<file path="config.mk">
export PLATFORM = sky130hd
export DESIGN_NAME = alu_op_sequencer
export DESIGN_NICKNAME = d
export VERILOG_FILES = /design/src/rtl/alu_op_sequencer.sv
export SDC_FILE = /design/constraint.sdc
export NUM_CORES = 1
export LEC_CHECK = 0
export ABC_CLOCK_PERIOD_IN_PS = 5300
export BUFFER_PORTS_ARGS = -buffer_cell sky130_fd_sc_hd__buf_4
export CAP_MARGIN = 10
export CORE_MARGIN = 5
export CORE_UTILIZATION = 65
export CTS_BUF_LIST = sky130_fd_sc_hd__clkbuf_8
export DETAILED_ROUTE_END_ITERATION = 8
export PLACE_DENSITY_LB_ADDON = 0.15
export SYNTH_ARGS = -nofsm -noshare
export SYNTH_HDL_FRONTEND = slang
export SYNTH_SLANG_ARGS = --single-unit
</file>
<file path="constraint.sdc">
create_clock -name clk -period 5.3 [get_ports clk]
set_clock_uncertainty 0.2 [all_clocks]
set_input_delay 0.265 -clock clk [delete_from_list [all_inputs] [get_ports clk]]
set_output_delay 0.265 -clock clk [all_outputs]
set_load 0.05 [all_outputs]
</file>
<file path="src/rtl/alu_op_sequencer.sv">
// rtl/alu_op_sequencer.sv - handshaked ALU operation sequencer with register file and flag register
//
// Purpose: accepts one ALU operation at a time over a valid/ready handshake,
// reads operands from an internal register file (B optionally an immediate),
// executes it over four cycles (IDLE -> READ -> EXEC -> WB), writes back the
// result and commits the flag register in WB.
//
// Ports:
//   clk, reset                          clock, synchronous active-high reset
//   op_valid / op_ready                 request handshake (ready only in IDLE)
//   op_control, op_regA, op_regB,
//   op_dest, op_use_imm, op_imm         request fields, captured on accept
//   result_valid, result, op_illegal    WB pulse, held result, illegal-control pulse
//   carryFlag, lowFlag, overflowFlag,
//   negFlag, zeroFlag                   committed flag register
//   dbg_addr / dbg_data                 combinational register-file read port
module alu_op_sequencer #(
  parameter int REG_WIDTH     = 16,
  parameter int REG_ADDR_BITS = 4
) (
  input  logic                     clk,
  input  logic                     reset,
  input  logic                     op_valid,
  output logic                     op_ready,
  input  logic [3:0]               op_control,
  input  logic [REG_ADDR_BITS-1:0] op_regA,
  input  logic [REG_ADDR_BITS-1:0] op_regB,
  input  logic [REG_ADDR_BITS-1:0] op_dest,
  input  logic                     op_use_imm,
  input  logic [REG_WIDTH-1:0]     op_imm,
  output logic                     result_valid,
  output logic [REG_WIDTH-1:0]     result,
  output logic                     op_illegal,
  output logic                     carryFlag,
  output logic                     lowFlag,
  output logic                     overflowFlag,
  output logic                     negFlag,
  output logic                     zeroFlag,
  input  logic [REG_ADDR_BITS-1:0] dbg_addr,
  output logic [REG_WIDTH-1:0]     dbg_data
);

  localparam int NUM_REGS = 2 ** REG_ADDR_BITS;
  localparam int MSB      = REG_WIDTH - 1;
  localparam logic [REG_WIDTH-1:0] LP_WIDTH = REG_WIDTH'(REG_WIDTH);

  localparam logic [3:0] OP_ADD  = 4'b0000;
  localparam logic [3:0] OP_ADDU = 4'b0001;
  localparam logic [3:0] OP_SUB  = 4'b0010;
  localparam logic [3:0] OP_SUBU = 4'b0011;
  localparam logic [3:0] OP_CMP  = 4'b0100;
  localparam logic [3:0] OP_AND  = 4'b0101;
  localparam logic [3:0] OP_OR   = 4'b0110;
  localparam logic [3:0] OP_XOR  = 4'b0111;
  localparam logic [3:0] OP_LSH  = 4'b1000;

  typedef enum logic [1:0] {
    S_IDLE = 2'd0,
    S_READ = 2'd1,
    S_EXEC = 2'd2,
    S_WB   = 2'd3
  } state_t;

  state_t r_state;
  state_t w_next;
  logic   w_ready;
  logic   w_result_valid;

  logic [REG_WIDTH-1:0]     r_regs [NUM_REGS];

  // Captured request fields
  logic [3:0]               r_ctl;
  logic [REG_ADDR_BITS-1:0] r_rega;
  logic [REG_ADDR_BITS-1:0] r_regb;
  logic [REG_ADDR_BITS-1:0] r_dest;
  logic                     r_use_imm;
  logic [REG_WIDTH-1:0]     r_imm;

  // Operands latched in READ
  logic [REG_WIDTH-1:0]     r_a;
  logic [REG_WIDTH-1:0]     r_b;

  // EXEC results waiting for WB
  logic [REG_WIDTH-1:0]     r_res;
  logic                     r_wr;
  logic                     r_ill;
  logic                     r_nc, r_nl, r_nf, r_nn, r_nz;

  // Committed flags
  logic                     r_c, r_l, r_f, r_n, r_z;

  // ALU combinational outputs
  logic [REG_WIDTH:0]       w_sum;
  logic [REG_WIDTH:0]       w_diff;
  logic                     w_borrow;
  logic                     w_add_ovf;
  logic                     w_sub_ovf;
  logic                     w_slt;
  logic [REG_WIDTH-1:0]     w_mag;
  logic                     w_shift_big;
  logic [REG_WIDTH-1:0]     w_res;
  logic                     w_wr;
  logic                     w_ill;
  logic                     w_nc, w_nl, w_nf, w_nn, w_nz;

  // ---------------- FSM ----------------
  always_ff @(posedge clk) begin
    if (reset) begin
      r_state <= S_IDLE;
    end else begin
      r_state <= w_next;
    end
  end

  always_comb begin
    w_next         = r_state;
    w_ready        = 1'b0;
    w_result_valid = 1'b0;
    case (r_state)
      S_IDLE: begin
        w_ready = 1'b1;
        if (op_valid) w_next = S_READ;
      end
      S_READ:  w_next = S_EXEC;
      S_EXEC:  w_next = S_WB;
      S_WB: begin
        w_result_valid = 1'b1;
        w_next         = S_IDLE;
      end
      default: w_next = S_IDLE;
    endcase
  end

  // ---------------- ALU ----------------
  assign w_sum    = {1'b0, r_a} + {1'b0, r_b};
  assign w_diff   = {1'b0, r_a} - {1'b0, r_b};
  assign w_borrow = w_diff[REG_WIDTH];
  // Signed overflow: operands agree (add) / disagree (sub) in sign and the result sign differs from A.
  assign w_add_ovf = (r_a[MSB] == r_b[MSB]) && (w_sum[MSB]  != r_a[MSB]);
  assign w_sub_ovf = (r_a[MSB] != r_b[MSB]) && (w_diff[MSB] != r_a[MSB]);
  // Signed less-than: differing signs decide directly, otherwise the unsigned borrow does.
  assign w_slt     = (r_a[MSB] != r_b[MSB]) ? r_a[MSB] : w_borrow;
  // Shift magnitude; the most negative B negates to itself, which is still >= width.
  assign w_mag       = r_b[MSB] ? (-r_b) : r_b;
  assign w_shift_big = (w_mag >= LP_WIDTH);

  always_comb begin
    w_res = '0;
    w_wr  = 1'b1;
    w_ill = 1'b0;
    w_nc  = r_c;
    w_nl  = r_l;
    w_nf  = r_f;
    w_nn  = r_n;
    w_nz  = r_z;
    case (r_ctl)
      OP_ADD: begin
        w_res = w_sum[REG_WIDTH-1:0];
        w_nc  = w_sum[REG_WIDTH];
        w_nf  = w_add_ovf;
      end
      OP_ADDU: begin
        w_res = w_sum[REG_WIDTH-1:0];
        w_nc  = w_sum[REG_WIDTH];
      end
      OP_SUB: begin
        w_res = w_diff[REG_WIDTH-1:0];
        w_nc  = w_borrow;
        w_nf  = w_sub_ovf;
      end
      OP_SUBU: begin
        w_res = w_diff[REG_WIDTH-1:0];
        w_nc  = w_borrow;
      end
      OP_CMP: begin
        w_res = w_diff[REG_WIDTH-1:0];
        w_wr  = 1'b0;
        w_nz  = (r_a == r_b);
        w_nl  = w_borrow;
        w_nn  = w_slt;
      end
      OP_AND: w_res = r_a & r_b;
      OP_OR:  w_res = r_a | r_b;
      OP_XOR: w_res = r_a ^ r_b;
      OP_LSH: begin
        if (w_shift_big)   w_res = '0;
        else if (r_b[MSB]) w_res = r_a >> w_mag;
        else               w_res = r_a << w_mag;
      end
      default: begin
        w_wr  = 1'b0;
        w_ill = 1'b1;
      end
    endcase
  end

  // ---------------- Datapath ----------------
  always_ff @(posedge clk) begin
    if (reset) begin
      for (int i = 0; i < NUM_REGS; i++) r_regs[i] <= '0;
      r_ctl     <= '0;
      r_rega    <= '0;
      r_regb    <= '0;
      r_dest    <= '0;
      r_use_imm <= 1'b0;
      r_imm     <= '0;
      r_a       <= '0;
      r_b       <= '0;
      r_res     <= '0;
      r_wr      <= 1'b0;
      r_ill     <= 1'b0;
      r_nc <= 1'b0; r_nl <= 1'b0; r_nf <= 1'b0; r_nn <= 1'b0; r_nz <= 1'b0;
      r_c  <= 1'b0; r_l  <= 1'b0; r_f  <= 1'b0; r_n  <= 1'b0; r_z  <= 1'b0;
    end else begin
      case (r_state)
        S_IDLE: begin
          if (op_valid) begin
            r_ctl     <= op_control;
            r_rega    <= op_regA;
            r_regb    <= op_regB;
            r_dest    <= op_dest;
            r_use_imm <= op_use_imm;
            r_imm     <= op_imm;
          end
        end
        S_READ: begin
          r_a <= r_regs[r_rega];
          r_b <= r_use_imm ? r_imm : r_regs[r_regb];
        end
        S_EXEC: begin
          r_res <= w_res;
          r_wr  <= w_wr;
          r_ill <= w_ill;
          r_nc <= w_nc; r_nl <= w_nl; r_nf <= w_nf; r_nn <= w_nn; r_nz <= w_nz;
        end
        S_WB: begin
          if (r_wr) r_regs[r_dest] <= r_res;
          // Illegal ops carry the unchanged flags as candidates, so the commit is unconditional.
          r_c <= r_nc; r_l <= r_nl; r_f <= r_nf; r_n <= r_nn; r_z <= r_nz;
        end
        default: ;
      endcase
    end
  end

  assign op_ready     = w_ready;
  assign result_valid = w_result_valid;
  assign op_illegal   = w_result_valid & r_ill;
  assign result       = r_res;
  assign carryFlag    = r_c;
  assign lowFlag      = r_l;
  assign overflowFlag = r_f;
  assign negFlag      = r_n;
  assign zeroFlag     = r_z;
  assign dbg_data     = r_regs[dbg_addr];

endmodule
</file>
==> run metrics, run 1 <==
number of global-route vias before repair between 15000 and 20000; Iteration-0 DRC Markers roughly 2800; Port-buffer cells 79; Hold EP r_imm[9]; TritonCTS clock tree yes; EDFF count, synth between 200 and 300; initial core utilization 0.657; Clk pwr share 0.213; DIE HEIGHT roughly 200 um; Final Cycle Share 0.788; dpl ws 1.30 ns; reg2reg setup slack around 1.1 ns; Reg power frac 0.338; CP Class flip-flop to flip-flop; worst r2r path cells 11; Congestion Overflow GR 0; crit-path max FO 21; Mapped Cells 1924; hpwl dp 52.9 mm; setup repair bufs after CTS 0; Root Buffer Master clkbuf_8; Leak a little under 9 nW; met3 usage 0.0964; Distinct cells, synth 82; fraction of layout cells with a size suffix above 1 0.256; Comb pwr share 0.449; met1 GRT Util 0.525; Max transition margin 0.180; syn avg cell area 12.1 um^2; Clock Pin Slew Worst Setup and Hold Paths 0.07 ns; switching power share of the total 0.424; status complete, no violations; clock sinks roughly 360; register area share after synthesis 0.416; RR Endpoint result[13]; MaxCap Viol Count 0; largest net degree at the start of global routing 66; vias after detailed routing roughly 19000; fin. max-slew vios 0; drt total wl 77.1 mm; mapped cell area about 23000 um^2; final setup fails 0; core area 35400 um^2; asr flop ratio synth 0; Hold WC Path Type primary input to flip-flop; warnings from Yosys 0; Final WS setup about 1.1 ns; Detail Route Antenna Nets 0; post-placement cell count ~2300; number of vias per cell 7.45; Post-Route Setup TNS 0 ns; PD cells about 430 nW/um^2; Final nets 2079; RSZ-0062 raised after global routing no; gr usage total 0.394; die area 39600 um^2; FP Rows 69; Critical Path RT 5.67 ns; non-filler cells in the finished layout 2495; minimum clock period roughly 4.2 ns; io pins 80; fill count 2277; Clock Latency Late Sink 0.67 ns; Most Used Layer, Global Route met2; flip-flop and latch area 9680 um^2; Max Root-Sink Buffers 3; net switching power 4.73 mW; internal power consumption approximately 6.4 mW; hold slack final 0.250 ns; global-route wire length before repair 116 mm; antenna violations before repair 3; Synth Register Bits 355; Initial DRT Pass Iterations 6; GP Congestion between 1 and 1.5; Critical Path AT 4.55 ns; WHS Path Cells 4; worst hold start op_imm[9]; Synth Flop Type edfxtp_1; cts bufs inserted 58; H-tree levels 2; wire length per cell 30.9 um; drc violations 0; final hold vios 0; final core utilization 0.728; maximum VDD drop 0.492 mV; FF-to-FF Start r_b[0]; startpoint types flip-flop; CP endpoint kind flip-flop; FMAX between 200 and 250 MHz; area of the multi-input gates 12600 um^2; met2 track demand over resource 0.634; area grow syn2layout 10.8%; post-synth net total 2019; die width 199 um; Worst-Margin Slew ~1.2 ns
-- critical path: stages, from the launching register on --
cell and delay [ns]:
dfxtp_1 0.32, inv_1 0.05, buf_4 0.32, ha_1 0.39
nor4b_1 0.46, and4_2 0.29, a311oi_1 0.05, a221oi_2 0.21
nand4_2 0.31, nor3_4 0.69, o21ai_0 0.49, a41oi_1 0.30
-- logic make-up (layout without fill, tap and decap cells) --
logic type / Yosys count / after routing / share of synthesized area
AOI/OAI and AO/OA: 305 / 305 / 0.0879
xor gates and xnor gates: 11 / 11 / 0.00415
buffers and inverters: 243 / 351 / 0.0420
muxes: 321 / 321 / 0.279
DFF: 355 / 355 / 0.416
and+or+nand+nor: 634 / 634 / 0.141
other: 0 / 2 / 0
adders and majority gates: 55 / 55 / 0.0303
-- how the worst max path moves through the flow --
stage | endpoint | depth (start not counted) | slack, ns | startpoint
after floorplan | result[5] | 14 | 1.78 | r_b[0]
after global placement | result[13] | 11 | 1.35 | r_b[0]
after detailed placement | result[13] | 11 | 1.30 | r_b[0]
after CTS | result[13] | 11 | 1.26 | r_b[0]
after global routing | result[13] | 11 | 0.87 | r_b[0]
final | result[13] | 11 | 1.12 | r_b[0]
-- flip-flops by register name, indices dropped and copies added, names as in the netlist, named ones only --
signal,cells
r_nz,1
r_nf,1
carryFlag,1
r_regs,256
r_ill,1
lowFlag,1
r_dest,4
r_use_imm,1
r_nn,1
r_wr,1
r_a,16
r_b,16
zeroFlag,1
r_ctl,4
r_rega,4
r_state,2
result,16
overflowFlag,1
negFlag,1
r_nl,1
r_imm,16
r_nc,1
r_regb,4
-- cell usage in the layout (no fill, tap or decap), types with 57 or more instances in the layout --
master and n:
a21oi_1 84, and2_1 162, buf_4 128, clkbuf_8 65
dfxtp_1 95, dlygate4sd3_1 57, edfxtp_1 256, inv_1 72
mux2i_1 57, mux4_2 260, nand2_1 134, nor2_1 111
nor3_1 99
-- through the flow --
stage	instance area, um^2	total power [mW]
2_1_floorplan	23200	7.08
3_3_place_gp	24100	8.58
3_5_place_dp	24100	8.59
4_1_cts	25800	11.0
5_1_grt	25800	11.6
6_report	25800	11.2
-- cell type report --
| class | instances | share of cell area |
|---|---|---|
| inverters | 57 | 0.00830 |
| clock buffers | 65 | 0.0347 |
| diodes | 2 | 0.000194 |
| well taps | 461 | 0.0224 |
| flip-flops and latches | 355 | 0.376 |
| clock inverters | 43 | 0.00903 |
| repair buffers | 186 | 0.0602 |
| multi-input cells | 1326 | 0.489 |
-- power groups by stage --
stage	clock (mW)	sequential, mW	combinational (mW)
floorplan	0	3.51	3.57
global placement	0	3.78	4.80
detailed placement	0	3.80	4.79
CTS	2.38	3.74	4.88
global route	2.53	3.80	5.32
finish	2.38	3.77	5.02
-- timing repair --
action                    4_1_cts  5_1_grt
resized for setup               0        0
hold buffers                   57        0
hold endpoints to repair       50        0
-- cells in the mapped netlist, drive strengths merged (7+ instances only) --
| library cell | number | area share |
|---|---|---|
| a211oi | 40 | 0.013 |
| a21o | 12 | 0.0039 |
| a21oi | 86 | 0.019 |
| a221oi | 12 | 0.0053 |
| a31oi | 14 | 0.0038 |
| and2 | 162 | 0.044 |
| buf | 46 | 0.0089 |
| clkbuf | 140 | 0.024 |
| dfxtp | 99 | 0.085 |
| edfxtp | 256 | 0.33 |
| ha | 53 | 0.029 |
| inv | 55 | 0.0089 |
| mux2i | 58 | 0.025 |
| mux4 | 260 | 0.25 |
| nand2 | 134 | 0.022 |
| nand2b | 14 | 0.0038 |
| nand3 | 21 | 0.0045 |
| nor2 | 111 | 0.018 |
| nor2b | 7 | 0.0019 |
| nor3 | 101 | 0.022 |
| nor4 | 34 | 0.010 |
| o211ai | 19 | 0.0061 |
| o21ai | 54 | 0.012 |
| o311ai | 7 | 0.0026 |
| or2 | 20 | 0.0054 |
| or3 | 10 | 0.0032 |
| xnor2 | 10 | 0.0038 |
-- routing by layer --
| layer | wire length [um] | part of all wire |
|---|---|---|
| met1 | 26500 | 0.34 |
| met2 | 36500 | 0.47 |
| met3 | 10100 | 0.13 |
| met4 | 4110 | 0.053 |
| met5 | 0 | 0 |
No activity file was read; power rests on OpenSTA's default activity.
==> run 2, diff against run 1 <==
- ABC_CLOCK_PERIOD_IN_PS: 5300 -> 4200
- clock period: 5.3 -> 4.2 ns (I/O delays scaled with it)
==> run 2 against run 1 <==
Net effect:
- wire length increased by 3.3%
- sequential share of layout area about the same
- critical path depth decreased by 1
- cell area decreased by 0.11%
- via count decreased by 0.65%
- fmax increased by 4.4%
==> run metrics, run 2 (synthesized netlist as in run 1, its figures left out) <==
reg2reg setup slack 0.20 ns (was 1.12 ns); crit path from r_b[3] (was r_b[0]); wire length per cell 31.9 um (was 30.9 um); startpoint types flip-flop (unchanged); GP Congestion 1.00 (about the same); Max transition margin 0.204 (was 0.180); most common cell after layout, fill and taps aside mux4_2 (unchanged); RSZ-0062 raised after global routing no (unchanged); final hold vios 0 (unchanged); fin. max-slew vios 0 (unchanged); worst hold start op_dest[1] (was op_imm[9]); largest net degree at the start of global routing 83 (was 66); area grow syn2layout 10.7% (was 10.8%); fill count 2356 (was 2277); die area 39600 um^2 (unchanged); CP endpoint kind flip-flop (unchanged); Initial DRT Pass Iterations 7 (was 6); drc violations 0 (unchanged); maximum VDD drop 0.373 mV (was 0.492 mV); Congestion Overflow GR 0 (unchanged); CP Class flip-flop to flip-flop (unchanged); Clock Latency Late Sink 0.67 ns (about the same); number of global-route vias before repair 18300 (was 18100); number of vias per cell 7.40 (was 7.45); most frequent cells in the layout 260 x mux4_2, 256 x edfxtp_1, 162 x and2_1 (unchanged); fraction of layout cells with a size suffix above 1 0.269 (was 0.256); Critical Path AT 4.32 ns (was 4.55 ns); setup repair bufs after CTS 0 (unchanged); Port-buffer cells 79 (unchanged); vias after detailed routing 18500 (was 18600); FF-to-FF Start r_b[3] (was r_b[0]); H-tree levels 2 (unchanged); FMAX 250 MHz (was 239 MHz); Final nets 2078 (was 2079); DIE HEIGHT 199 um (unchanged); post-cts resize count 0 (unchanged); Hold WC Path Type primary input to flip-flop (unchanged); Leak 8.94 nW (was 8.93 nW); drt total wl 79.6 mm (was 77.1 mm); TritonCTS clock tree yes (unchanged); gr usage total 0.407 (was 0.394); Post-Route Setup TNS 0 ns (unchanged); Final Cycle Share 0.953 (was 0.788); max reg flops 256 (unchanged); status complete, no violations (unchanged); Detail Route Antenna Nets 0 (unchanged); hpwl dp 52.8 mm (was 52.9 mm); FP Rows 69 (unchanged); initial core utilization 0.657 (unchanged); crit-path max FO 13 (was 21); io pins 80 (unchanged); clock sinks 355 (unchanged); core area 35400 um^2 (unchanged); global-route wire length before repair 118 mm (was 116 mm); Clock Pin Slew Worst Setup and Hold Paths 0.07 ns (about the same); antenna violations before repair 5 (was 3); Worst-Margin Slew 1.19 ns (was 1.23 ns); MaxCap Viol Count 0 (unchanged); minimum clock period 4.00 ns (was 4.18 ns); Critical Path RT 4.51 ns (was 5.67 ns); final setup fails 0 (unchanged); PD cells 545 nW/um^2 (was 433 nW/um^2); die width 199 um (unchanged); cts bufs inserted 58 (unchanged); Reg with most FFs r_regs (unchanged); Root Buffer Master clkbuf_8 (unchanged); Max Root-Sink Buffers 3 (unchanged); Iteration-0 DRC Markers 2561 (was 2761); final core utilization 0.727 (was 0.728)
[run 2: changes by cell type in the layout (fill, tap and decap cells not counted), sizes merged]
cell | previous run | this run
buf | 129 | 150
bufinv | 2 | 1
clkbuf | 65 | 61
clkinv | 25 | 22
clkinvlp | 1 | 3
diode | 2 | 4
dlygate4sd3 | 57 | 35
inv | 72 | 79
[run 2: cell type report]
type,count,area (um^2),area share
repair buffers,185,1550,0.0603
inverters,57,214,0.00831
well taps,461,577,0.0224
diodes,4,10.0,0.000389
multi-input cells,1326,12600,0.490
clock inverters,48,256,0.00997
clock buffers,61,840,0.0326
flip-flops and latches,355,9680,0.376
[run 2: critical path, stage by stage, from the launching register on]
cell and delay, ns:
dfxtp_1 0.66, inv_1 0.28, ha_1 0.54, nor2_1 0.13, o311ai_0 0.12, a41oi_1 0.23, a211oi_1 0.65, o22a_1 0.24
a31oi_1 0.08, a211oi_1 0.56, a221oi_1 0.16
[run 2: path summary, 6_finish.rpt]
check	depth (start not counted)	end
worst max-delay path	10	result[11]
worst min-delay path	4	r_dest[1]
worst max register to register	10	result[11]
worst min register to register	2	r_imm[3]
[run 2: report_power, final]
part           switching [mW]  internal (mW)
clock network            1.50           1.42
registers               0.657           4.06
logic                    3.86           2.53
total                    6.01           8.01
[run 2: per-layer routing]
metal  vias up  GRT usage  routed length, um
met5         -          0                 27
met4         4      0.240               5780
met3       330      0.105              10200
met2      1602      0.638              37000
met1      8928      0.519              26600
li1       7610          -                  -
[run 2: timing repair]
item                                    CTS  global route
hold buffers                             35             0
hold endpoints to repair                 53             0
endpoints found under the setup margin    0             0
[run 2: stage by stage]
stage | instances | setup WS, ns | power (mW) | hold slack (ns) | area (um^2)
2_1_floorplan | 1924 | 0.679 | 8.93 | 0.146 | 23200
3_3_place_gp | 2349 | 0.373 | 10.9 | 0.242 | 24300
3_5_place_dp | 2349 | 0.339 | 10.9 | 0.247 | 24300
4_1_cts | 2493 | 0.340 | 13.8 | 0.117 | 25700
5_1_grt | 2495 | 0.0893 | 14.6 | 0.164 | 25700
6_report | 2497 | 0.196 | 14.0 | 0.168 | 25700
